## src/rtl/display_pkg.sv

```systemverilog
// display_pkg: shared constants for the display timing generator and the
// paint stages downstream of it.
//   CORDW            coordinate width in bits (holds H_TOTAL-1 and V_TOTAL-1)
//   *_480P           default 640x480 @ 60 Hz timing, in pixels / lines
//   SYNC_ACTIVE_*    sync polarity selectors
//   coord_t          screen coordinate type
package display_pkg;

  localparam int CORDW = 10;

  localparam int H_ACTIVE_480P = 640;
  localparam int H_FP_480P     = 16;
  localparam int H_SYNC_480P   = 96;
  localparam int H_BP_480P     = 48;

  localparam int V_ACTIVE_480P = 480;
  localparam int V_FP_480P     = 10;
  localparam int V_SYNC_480P   = 2;
  localparam int V_BP_480P     = 33;

  localparam logic SYNC_ACTIVE_LOW  = 1'b0;
  localparam logic SYNC_ACTIVE_HIGH = 1'b1;

  typedef logic [CORDW-1:0] coord_t;

endpackage

```

## src/rtl/display_timing_480p.sv

```systemverilog
// display_timing_480p: pixel-clock raster timing generator (640x480 @ 60 Hz
// by default).
// Ports:
//   clk_pix  in   pixel clock, the only clock
//   rst_pix  in   synchronous active-high reset
//   sx, sy   out  current screen position
//   hsync    out  horizontal sync, at H_POL when active
//   vsync    out  vertical sync, at V_POL when active
//   de       out  data enable, high in the active area
//   frame    out  one-cycle strobe at (0,0)
//   line     out  one-cycle strobe at sx == 0 on every line
// All outputs are flops. Each is loaded from the *next* position, so in any
// cycle every output describes the same (sx, sy).
module display_timing_480p
  import display_pkg::*;
#(
  parameter int   CORDW    = display_pkg::CORDW,
  parameter int   H_ACTIVE = H_ACTIVE_480P,
  parameter int   H_FP     = H_FP_480P,
  parameter int   H_SYNC   = H_SYNC_480P,
  parameter int   H_BP     = H_BP_480P,
  parameter int   V_ACTIVE = V_ACTIVE_480P,
  parameter int   V_FP     = V_FP_480P,
  parameter int   V_SYNC   = V_SYNC_480P,
  parameter int   V_BP     = V_BP_480P,
  parameter logic H_POL    = SYNC_ACTIVE_LOW,
  parameter logic V_POL    = SYNC_ACTIVE_LOW
) (
  input  logic             clk_pix,
  input  logic             rst_pix,
  output logic [CORDW-1:0] sx,
  output logic [CORDW-1:0] sy,
  output logic             hsync,
  output logic             vsync,
  output logic             de,
  output logic             frame,
  output logic             line
);

  localparam int H_TOTAL = H_ACTIVE + H_FP + H_SYNC + H_BP;
  localparam int V_TOTAL = V_ACTIVE + V_FP + V_SYNC + V_BP;

  localparam logic [CORDW-1:0] H_LAST    = CORDW'(H_TOTAL - 1);
  localparam logic [CORDW-1:0] V_LAST    = CORDW'(V_TOTAL - 1);
  localparam logic [CORDW-1:0] H_ACT_END = CORDW'(H_ACTIVE);
  localparam logic [CORDW-1:0] V_ACT_END = CORDW'(V_ACTIVE);
  localparam logic [CORDW-1:0] HS_FIRST  = CORDW'(H_ACTIVE + H_FP);
  localparam logic [CORDW-1:0] HS_LAST   = CORDW'(H_ACTIVE + H_FP + H_SYNC - 1);
  localparam logic [CORDW-1:0] VS_FIRST  = CORDW'(V_ACTIVE + V_FP);
  localparam logic [CORDW-1:0] VS_LAST   = CORDW'(V_ACTIVE + V_FP + V_SYNC - 1);
  localparam logic [CORDW-1:0] ZERO      = CORDW'(0);
  localparam logic [CORDW-1:0] ONE       = CORDW'(1);

  logic [CORDW-1:0] sx_q, sx_d;
  logic [CORDW-1:0] sy_q, sy_d;
  logic hsync_q, hsync_d;
  logic vsync_q, vsync_d;
  logic de_q, de_d;
  logic frame_q, frame_d;
  logic line_q, line_d;

  // Next raster position; wraps are explicit compares, never overflow.
  always_comb begin
    sx_d = sx_q + ONE;
    sy_d = sy_q;
    if (sx_q == H_LAST) begin
      sx_d = ZERO;
      if (sy_q == V_LAST) begin
        sy_d = ZERO;
      end else begin
        sy_d = sy_q + ONE;
      end
    end else begin
      sy_d = sy_q;
    end
  end

  // Decode the next position so the registered strobes line up with sx/sy.
  always_comb begin
    de_d    = (sx_d < H_ACT_END) && (sy_d < V_ACT_END);
    hsync_d = ((sx_d >= HS_FIRST) && (sx_d <= HS_LAST)) ? H_POL : ~H_POL;
    vsync_d = ((sy_d >= VS_FIRST) && (sy_d <= VS_LAST)) ? V_POL : ~V_POL;
    line_d  = (sx_d == ZERO);
    frame_d = (sx_d == ZERO) && (sy_d == ZERO);
  end

  // Position and output registers; reset parks on the last pixel of the frame
  // so the first cycle after release presents (0,0).
  always_ff @(posedge clk_pix) begin
    if (rst_pix) begin
      sx_q    <= H_LAST;
      sy_q    <= V_LAST;
      hsync_q <= ~H_POL;
      vsync_q <= ~V_POL;
      de_q    <= 1'b0;
      frame_q <= 1'b0;
      line_q  <= 1'b0;
    end else begin
      sx_q    <= sx_d;
      sy_q    <= sy_d;
      hsync_q <= hsync_d;
      vsync_q <= vsync_d;
      de_q    <= de_d;
      frame_q <= frame_d;
      line_q  <= line_d;
    end
  end

  assign sx    = sx_q;
  assign sy    = sy_q;
  assign hsync = hsync_q;
  assign vsync = vsync_q;
  assign de    = de_q;
  assign frame = frame_q;
  assign line  = line_q;

endmodule

```

## config.mk

```make
export PLATFORM = sky130hd
export DESIGN_NAME = display_timing_480p
export DESIGN_NICKNAME = d
export VERILOG_FILES = /design/src/rtl/display_pkg.sv /design/src/rtl/display_timing_480p.sv
export SDC_FILE = /design/constraint.sdc
export NUM_CORES = 1
export LEC_CHECK = 0
export CORE_MARGIN = 2
export CORE_UTILIZATION = 50
export DETAILED_ROUTE_END_ITERATION = 7
export PLACE_DENSITY = 0.79
export SLEW_MARGIN = 10
export SYNTH_ARGS = -nofsm -noshare
export SYNTH_HDL_FRONTEND = slang
export SYNTH_SLANG_ARGS = --single-unit
```

## constraint.sdc

```tcl
create_clock -name clk_pix -period 2.65 [get_ports clk_pix]
set_input_delay 0.53 -clock clk_pix [delete_from_list [all_inputs] [get_ports clk_pix]]
set_output_delay 0.53 -clock clk_pix [all_outputs]
set_load 0.1 [all_outputs]
```

* Yosys cells after proc, flatten, opt, wreduce, memory -nomap -nowiden
Cells that the tools add are included. W data, S select, Z words.
Cells by class: add/sub/neg operators 2, order comparisons 6, eq/ne operators 2, mux-type cells 5, reduce and logical (&&, ||, !) cells 6
Operators with widths (number):
- $mux W10 | 3
- $add A10 B1 Y10 const B | 2
- $eq A10 B10 Y1 const B | 2
- $logic_not A10 Y1 | 2
- $ge A10 B10 Y1 const B | 1
- $ge A10 B9 Y1 const B | 1
- $le A10 B10 Y1 const B | 1
- $le A10 B9 Y1 const B | 1
- $lt A10 B10 Y1 const B | 1
- $lt A10 B9 Y1 const B | 1
- $logic_and A1 B1 Y1 | 4
- $mux W1 | 2
Storage, ports and cells: flip-flop bits (word level) 25, bits of input ports 2, output and inout bits 25, word-level logic and storage cells 28

* Logic depth before layout (Yosys ltp)
depth after elaboration 6, depth in mapped cells 9

* Worst setup path before layout
Ideal clock, no wire load.
kind register to register, from register sx_q[1], in the netlist sx[1], to register vsync_q, in the netlist vsync, library setup time 0.134 ns, arrival time 2.921 ns, required time 2.516 ns, setup slack -0.405 ns, stages on the path, launching flop included 9, path buffers 1, period minus slack after synthesis 3.055 ns, cells stage by stage dfxtp_1 -> ha_1 -> and4_1 -> buf_6 -> and4_4 -> nand4_2 -> xor2_1 -> a211o_1 -> or4_1
Between the ends: cells in the longest elaborated chain, start to end 5, elaborated cells on any way between the ends 6, those cells by class 2 x order compare; 1 x eq/ne; 2 x mux; 1 x reduce/logical
RTL lines:
- start: declaration | RTL line display_timing_480p.sv:54 | logic [CORDW-1:0] sx_q, sx_d;
- start signal: assignment | RTL line display_timing_480p.sv:91 | sx_q <= H_LAST;
- start signal: assignment | RTL line display_timing_480p.sv:99 | sx_q <= sx_d;
- $eq A10 B10 Y1 * | RTL line display_timing_480p.sv:66 | if (sx_q == H_LAST) begin
- $mux W10 * | RTL line display_timing_480p.sv:66
- $ge A10 B9 Y1 or $le A10 B9 Y1 (tied branches) | RTL line display_timing_480p.sv:82 | vsync_d = ((sy_d >= VS_FIRST) && (sy_d <= VS_LAST)) ? V_POL : ~V_POL;
- $logic_and A1 B1 Y1 * | RTL line display_timing_480p.sv:82
- $mux W1 * | RTL line display_timing_480p.sv:82
- end signal: assignment | RTL line display_timing_480p.sv:94 | vsync_q <= ~V_POL;
- end signal: assignment | RTL line display_timing_480p.sv:102 | vsync_q <= vsync_d;
- end: declaration | RTL line display_timing_480p.sv:57 | logic vsync_q, vsync_d;
Every way passes the cells marked *; elsewhere a longest branch is shown, timed or not. A chain may end at the register's enable or synchronous reset.

* Worst setup path in the final report
Same ends and word-level chain as after synthesis.

==> results.py <==
metrics = {
    "worst_setup_path": {
        "crit_type": "flop to flop",
        "ff2ff_path_depth": 7,
        "end_kind": "flop",
        "r2r_slack_ns": 0.12,
        "reg2reg_to": "vsync$_SDFF_PP1_",
        "crit_arrival_ns": 2.75,
        "cp.required_ns": 2.87,
        "crit_path_start_kind": "flop",
        "r2r-start": "sx[1]$_SDFF_PP1_",
        "worstPathMaxFanout": 13,
        "crit_start": "sx[1]$_SDFF_PP1_",
    },
    "clock_tree": {
        "ctsResizeCount": 0,
        "clkTransAtPathRegs_ns": 0.15,
        "cts_buffers": 3,
        "hold_buffers": 0,
        "post_cts_buffers": 0,
        "clockBufferDepth": 2,
        "tritoncts": "done",
        "clock_latency_ns": 0.32,
        "cts_sinks": 25,
        "cts_max_level": 1,
        "clock-root-buffer": "clkbuf_4",
    },
    "timing": {
        "rsz0062_at_grt": "false",
        "max_slew_margin_pct": 70.2,
        "finalSetupViolations": 0,
        "fmax_ghz": 0.395,
        "worst_pin_slew_ns": 0.441,
        "holdWs_ns": 0.554,
        "finalCriticalPeriod_ns": 2.53,
        "slew_violations": 0,
        "final.setup_skew_ns": 0.00371,
        "finalCritPeriodShare_pct": 95.4,
        "tns_ns": 0,
        "hold_violations": 0,
    },
    "cells_and_area": {
        "multi_input_area_um2": 861,
        "layout-drive-gt1-share_pct": 28.9,
        "final_cells": 228,
        "synthToLayoutAreaGrowth_pct": 16.2,
        "seqCellArea_um2": 524,
        "n_fill_cell": 239,
        "fin_nets": 204,
        "layout_common_cells": "29 x buf_4, 22 x nor2_1, 14 x nand3_1",
        "final_common_cell": "buf_4",
        "n_antenna_cell": 0,
    },
    "power": {
        "p_leak_nw": 0.656,
        "pwr_density_cell_nw_per_um2": 1370,
        "power_mw": 2.33,
        "p_seq_share_pct": 27.4,
        "power_frac_clock_pct": 7.8,
        "power.switching_mw": 1.35,
        "peakVddDrop_uv": 1110,
        "p_sw_share_pct": 58.0,
        "combinationalPowerShare_pct": 64.8,
        "p_int_mw": 0.979,
    },
    "synthesis": {
        "yosysUniqueCellTypes": 47,
        "yosys_register_bits": 25,
        "synthTopCellsByArea": "dfxtp_1 34%, xnor2_1 6.0%, nor2_1 5.6%",
        "avgSynthCellArea_um2": 8.22,
        "ys.flop_type": "dfxtp_1",
        "syn_area_um2": 1460,
        "synthArstFlopShare_pct": 0,
        "yosys_warnings": 0,
        "synth_edf_count": 0,
        "synth_area_leader_cell": "dfxtp_1",
        "syn_inst": 178,
        "syn_nets": 184,
        "ys_seq_area_share_pct": 34.2,
        "synth_top_area_share_pct": 34.2,
    },
    "hold_path": {
        "min_path_cells": 2,
        "hold_path_class": "flop to flop",
        "holdCritStartpoint": "sx[2]$_SDFF_PP1_",
        "min_to": "line$_SDFF_PP0_",
    },
    "floorplan": {
        "die-width_um": 58.1,
        "die-area_um2": 3380,
        "ioPinCount": 27,
        "num_rows": 19,
        "initial_utilization_pct": 53.1,
        "fp.dieH_um": 58.1,
        "fp.coreArea_um2": 2760,
    },
    "job": {
        "drv_cap": 0,
    },
    "grt": {
        "grt_pass1_wl_mm": 5.53,
        "antenna_found_initial": 0,
        "grt_overflow_total": 0,
        "grt_max_degree": 16,
        "grt_pass1_vias": 1200,
        "grtUsageTotal_pct": 21.1,
    },
    "route": {
        "wl_mm": 3.34,
        "viasPerCell": 5.92,
        "postRouteAntennaNets": 0,
        "wl_per_cell_um": 14.7,
        "drt_pre_antenna_iters": 4,
        "vias": 1350,
        "drt_iter0_drc": 40,
        "post-route-drc-count": 0,
    },
    "place": {
        "place.gp.congestion": 0.856,
        "post-place-cells": 224,
        "numPortBuffers": 26,
        "dp_hpwl_mm": 2.51,
    },
    "status": {
        "status": "completed",
    },
}
power by group through the flow:
stage	combinational, mW	clock (mW)	sequential [mW]
floorplan	0.735	0	1.16
global placement	1.49	0	0.640
detailed placement	1.50	0	0.646
CTS	1.51	0.190	0.638
global route	1.60	0.202	0.663
finish	1.51	0.182	0.639
cell type report:
cell class                      count  share of cell area (%)
Sequential cell                    25                    30.8
Multi-Input combinational cell    133                    50.6
Tap cell                           31                    2.28
Timing Repair Buffer               30                    13.4
Inverter                            5                    1.10
Clock buffer                        3                    1.32
Clock inverter                      1                   0.442
metal layers:
metal / track usage [%] / wire length, um / vias up
met5: 0 / 0 / -
met1: 29.1 / 1620 / 614
met4: 7.97 / 30 / 0
met3: 3.57 / 217 / 4
met2: 33.0 / 1480 / 53
li1: - / - / 679
through the flow:
step                utilization [%]  area [um2]  worst slack, ns
finish                         61.7        1700            0.121
global route                   61.7        1700           0.0316
CTS                            61.7        1700            0.142
detailed placement             60.6        1670            0.151
global placement               60.6        1670            0.254
floorplan                         -        1490           0.0164
critical path, cell delays in order, from the launching register on:
cell and delay, ns:
dfxtp_4 0.40, ha_1 0.22, and4_1 0.37, and4_4 0.38, nand4_2 0.12, xor2_1 0.20, a211o_1 0.29, or4_1 0.46
cell families after synthesis:
group,share of synthesized area [%]
buffers and inverters,7.01
AND/OR/NAND/NOR,30.8
XOR/XNOR,8.38
adder cells (fa/ha/maj),3.42
AO/OA/AOI/OAI,16.2
flip-flops,34.2
state kept, by name (all words and copies together) (netlist names):
register	cells
sx	10
line	1
de	1
vsync	1
hsync	1
sy	10
frame	1
synthesized netlist by cell type, types with 2 or more instances:
cell        n
dfxtp_1    25
nand2_1    11
xor2_1      4
ha_1        4
a21oi_1     6
buf_4       2
nor3_1      6
o22ai_1     3
nand3_1    14
nand2b_1    3
buf_2       4
a211o_1     3
or3_1       2
o21ai_0     5
a211oi_1    2
xnor2_1    10
clkbuf_1    7
nor2_1     22
o21bai_1    2
inv_1       5
a31oi_1     4
nand4_1     6
a21o_1      2
a2bb2oi_1   2
buf_6       2
worst max path at each step:
stage,cells after the start,end,slack [ns]
3_5_place_dp,7,vsync$_SDFF_PP1_,0.15
4_1_cts,7,vsync$_SDFF_PP1_,0.14
6_report,7,vsync$_SDFF_PP1_,0.12
2_1_floorplan,7,vsync$_SDFF_PP1_,0.02
3_3_place_gp,7,vsync$_SDFF_PP1_,0.25
5_1_grt,7,vsync$_SDFF_PP1_,0.03
No activity file was read; power rests on OpenSTA's default activity.
